## src/rtl/cache_fill_fsm.sv

```systemverilog
// Cache-line fill controller: on a miss, stalls the core, streams eight word reads
// for the aligned block, steers returning words into the data array, then writes the tag.
module cache_fill_fsm #(
  parameter int WORDS_PER_BLOCK = 8,
  parameter int ADDR_W          = 16
) (
  input  logic              clk,
  input  logic              rst_n,
  input  logic              miss_detected,
  input  logic [ADDR_W-1:0] miss_address,
  input  logic              memory_data_valid,
  output logic              fsm_busy,
  output logic              memory_read_en,
  output logic [ADDR_W-1:0] memory_address,
  output logic              write_data_array,
  output logic [2:0]        word_offset,
  output logic              write_tag_array,
  output logic              state_dbg
);

  typedef enum logic {
    IDLE = 1'b0,
    FILL = 1'b1
  } state_t;

  localparam logic [3:0] REQ_LAST = 4'(WORDS_PER_BLOCK);
  localparam logic [2:0] RSP_LAST = 3'(WORDS_PER_BLOCK - 1);

  state_t            state_q, state_d;
  logic [ADDR_W-1:0] base_q, base_d;
  logic [3:0]        req_cnt_q, req_cnt_d;
  logic [2:0]        rsp_cnt_q, rsp_cnt_d;
  logic              req_pending;

  assign req_pending = (req_cnt_q != REQ_LAST);

  always_ff @(posedge clk or negedge rst_n) begin
    if (!rst_n) begin
      state_q   <= IDLE;
      base_q    <= '0;
      req_cnt_q <= '0;
      rsp_cnt_q <= '0;
    end else begin
      state_q   <= state_d;
      base_q    <= base_d;
      req_cnt_q <= req_cnt_d;
      rsp_cnt_q <= rsp_cnt_d;
    end
  end

  // Request and response counters advance independently; only the eighth
  // response ends the fill, so any memory latency works.
  always_comb begin
    state_d   = state_q;
    base_d    = base_q;
    req_cnt_d = req_cnt_q;
    rsp_cnt_d = rsp_cnt_q;
    unique case (state_q)
      IDLE: begin
        if (miss_detected) begin
          base_d    = {miss_address[ADDR_W-1:4], 4'h0};
          req_cnt_d = '0;
          rsp_cnt_d = '0;
          state_d   = FILL;
        end
      end
      FILL: begin
        if (req_pending) begin
          req_cnt_d = req_cnt_q + 4'd1;
        end
        if (memory_data_valid) begin
          rsp_cnt_d = rsp_cnt_q + 3'd1;
          if (rsp_cnt_q == RSP_LAST) begin
            state_d = IDLE;
          end
        end
      end
      default: state_d = IDLE;
    endcase
  end

  // Stall is raised combinationally in the miss cycle; masking with rst_n keeps
  // every output low while reset is held.
  always_comb begin
    fsm_busy         = 1'b0;
    memory_read_en   = 1'b0;
    memory_address   = '0;
    write_data_array = 1'b0;
    write_tag_array  = 1'b0;
    word_offset      = rsp_cnt_q;
    unique case (state_q)
      IDLE: begin
        fsm_busy = miss_detected & rst_n;
      end
      FILL: begin
        fsm_busy         = 1'b1;
        memory_read_en   = req_pending;
        memory_address   = req_pending ? (base_q + ADDR_W'({req_cnt_q[2:0], 1'b0})) : '0;
        write_data_array = memory_data_valid;
        write_tag_array  = memory_data_valid && (rsp_cnt_q == RSP_LAST);
      end
      default: ;
    endcase
  end

  assign state_dbg = state_q;

endmodule

```

## config.mk

```make
export PLATFORM = sky130hd
export DESIGN_NAME = cache_fill_fsm
export DESIGN_NICKNAME = d
export VERILOG_FILES = /design/src/rtl/cache_fill_fsm.sv
export SDC_FILE = /design/constraint.sdc
export NUM_CORES = 1
export LEC_CHECK = 0
export CORE_ASPECT_RATIO = 1.5
export CORE_MARGIN = 5
export CORE_UTILIZATION = 35
export DETAILED_ROUTE_END_ITERATION = 7
export PLACE_DENSITY = 0.68
export SYNTH_ARGS = -nofsm -noshare
export SYNTH_HDL_FRONTEND = slang
export SYNTH_SLANG_ARGS = --single-unit
```

## constraint.sdc

```tcl
create_clock -name clk -period 3.21 [get_ports clk]
set_input_delay 0.4815 -clock clk [delete_from_list [all_inputs] [get_ports clk]]
set_output_delay 0.4815 -clock clk [all_outputs]
set_load 0.01 [all_outputs]
```

==> results.yml <==
floorplanning:
  ios: 44
  num_rows: 24
  core_um2: 2880
  start_util_pct: 35.9
  fp.dieH_um: 76.6
  chipWidth_um: 54.4
  dieArea_um2: 4160
finish:
  nFillCells: 286
  regArea_um2: 500
  num-nets-final: 148
  syn2layout_area_growth_pct: 41.6
  n_antenna_cell: 0
  fin_util_pct: 50.8
  final_area_um2: 1460
  drive_above_1_share_pct: 9.02
  instances_no_fill: 161
  multi_input_comb_area_um2: 470
logic_synthesis:
  synth_most_common_cell: "dfrtp_1"
  synth.top_cell.area_share_pct: 48.4
  netlist-cell-type-count: 26
  synth_warnings: 0
  syn_avg_cell_area_um2: 11.9
  netlist_instances: 87
  synth-edff-count: 0
  synth_top_cell_by_area: "dfrtp_1"
  netlist_top_cells_count: "20 x dfrtp_1, 15 x and3_1, 11 x mux2_1"
  async_flop_share_pct: 100
  synth_area_um2: 1030
  synthesis.nets: 111
  ys_seq_elements: 20
  synth-main-ff-cell: "dfrtp_1"
  synth_area_leaders: "dfrtp_1 48%, mux2_1 12%, and3_1 9.1%"
  ys_seq_area_share_pct: 48.4
flow_run:
  maxCapViolations: 0
global_route:
  grt_use_total_pct: 12.0
  first_global_vias: 816
  grt_max_degree: 26
  grt_pass1_wl_um: 3710
  grt_antenna_before_repair: 0
  overflow: 0
clocking:
  cts_buffers: 3
  post_cts_resized: 0
  cts_buffer_depth: 2
  clk_latency_ns: 0.25
  cts_setup_buffers: 0
  cts-root-buf: "clkbuf_8"
  ctsHtreeMaxLevel: 1
  hold_buffers: 0
  clkSinkCount: 20
  cts_tree: "yes"
  clkTransAtPathRegs_ns: 0.07
timing:
  max_freq_mhz: 420
  fin_skew_ns: 0.00102
  hold_viol: 0
  setup_viol: 0
  slew_violations: 0
  timing.slew.headroom_pct: 59.0
  rsz0062_at_grt: "false"
  fin_crit_sh_pct: 74.2
  worstMarginPinSlew_ns: 0.615
  fin_crit_ns: 2.38
  tns_ns: 0
power_and_ir_drop:
  powerDensity_nw_per_um2: 930
  p_leak_nw: 0.682
  power_mw: 1.36
  ir_drop_v: 0.000455
placement:
  place_inst: 158
  place_area_um2: 1420
  place_congestion: 0.765
  port_buffers: 38
  dp_hpwl_um: 1740
route:
  vias: 755
  postRouteAntennaNets: 0
  drc: 0
  routed_wirelength_um: 2230
  avgRoutedWirePerCell_um: 13.9
  viasPerCell: 4.69
  dr.pass1.iters: 4
  drt_iter0_drc: 12
critical_path:
  endpoint_kind: "primary output"
  cp.arrival_ns: 1.90
  startpoint_type: "flop"
  required_ns: 2.73
  worst-path-max-fanout: 16
  max_stage_delay_ns: 0.49
  critical-path-slowest-cell: "clkdlybuf4s50_1"
  crit_chain: "inv_1 > ha_1 > nand3b_4 > and3_1 > clkdlybuf4s50_1"
  path_class: "reg2out"
min_path:
  hp-class: "reg2reg"
run_status:
  outcome: "finished, final reports clean"
final timing paths:
path	from	to	slack, ns	depth (start not counted)
max	req_cnt_q[0]	memory_address[15]	0.83	5
min	base_q[14]	base_q[14]	0.48	1
max reg2reg	state_dbg	base_q[6]	1.36	3
min reg2reg	base_q[14]	base_q[14]	0.48	1
max in group asynchronous	rst_n	req_cnt_q[3]	2.40	2
min in group asynchronous	rst_n	req_cnt_q[2]	0.60	2
final cells by class:
| class | count | share of cell area [%] |
|---|---|---|
| repair buffers | 40 | 27.0 |
| multi-input cells | 57 | 32.1 |
| clock buffers | 3 | 2.82 |
| well taps | 39 | 3.33 |
| flip-flops and latches | 20 | 34.2 |
| inverters | 2 | 0.513 |
report_power, final:
group | internal, mW | switching, mW | total (mW)
logic | 0.461 | 0.284 | 0.745
clock network | 0.0833 | 0.0735 | 0.157
registers | 0.372 | 0.0877 | 0.460
total | 0.917 | 0.445 | 1.36
layer usage:
metal | part of all wire (%) | track usage (%) | vias to the layer above
li1 | - | - | 368
met1 | 41 | 13.5 | 367
met2 | 54 | 20.6 | 16
met3 | 3.6 | 2.54 | 4
met4 | 2.0 | 5.24 | 0
met5 | 0 | 0 | -
stage by stage:
step           hold slack, ns  setup WS [ns]
2_1_floorplan           0.186           1.59
3_3_place_gp            0.459           1.01
3_5_place_dp            0.470           1.01
4_1_cts                 0.486          0.812
5_1_grt                 0.507          0.731
6_report                0.478          0.829
worst max-delay path, delay by kind of cell (launching register included):
| kind | cells | cell delay [ns] |
|---|---|---|
| buf+inv | 2 | 0.60 |
| simple gates | 2 | 0.42 |
| flops | 1 | 0.41 |
| fa+ha+maj | 1 | 0.22 |
cell usage in the layout (no fill, tap or decap), types with 2 or more instances in the layout:
cell,n
and3_1,15
nor2b_1,2
nor2_1,4
mux2_1,11
buf_4,2
o21ai_0,2
nand3_1,3
ha_1,4
dfrtp_1,20
clkbuf_8,3
inv_1,2
a22o_1,2
clkdlybuf4s50_1,38
and2_1,2
mux2_2,2
sequential cells by signal, indices dropped and copies added (netlist names):
name and count:
req_cnt_q 4, state_dbg 1, word_offset 3, base_q 12
cell families after synthesis:
kind of cell	Yosys count	synth area share, %
adders and majority gates	4	4.84
xor gates and xnor gates	1	0.848
DFF	20	48.4
muxes	15	16.6
and+or+nand+nor	30	18.3
buffers and inverters	10	6.05
other	1	0.363
AOI/OAI and AO/OA	6	4.60
Power figures use the tool's default switching activity.
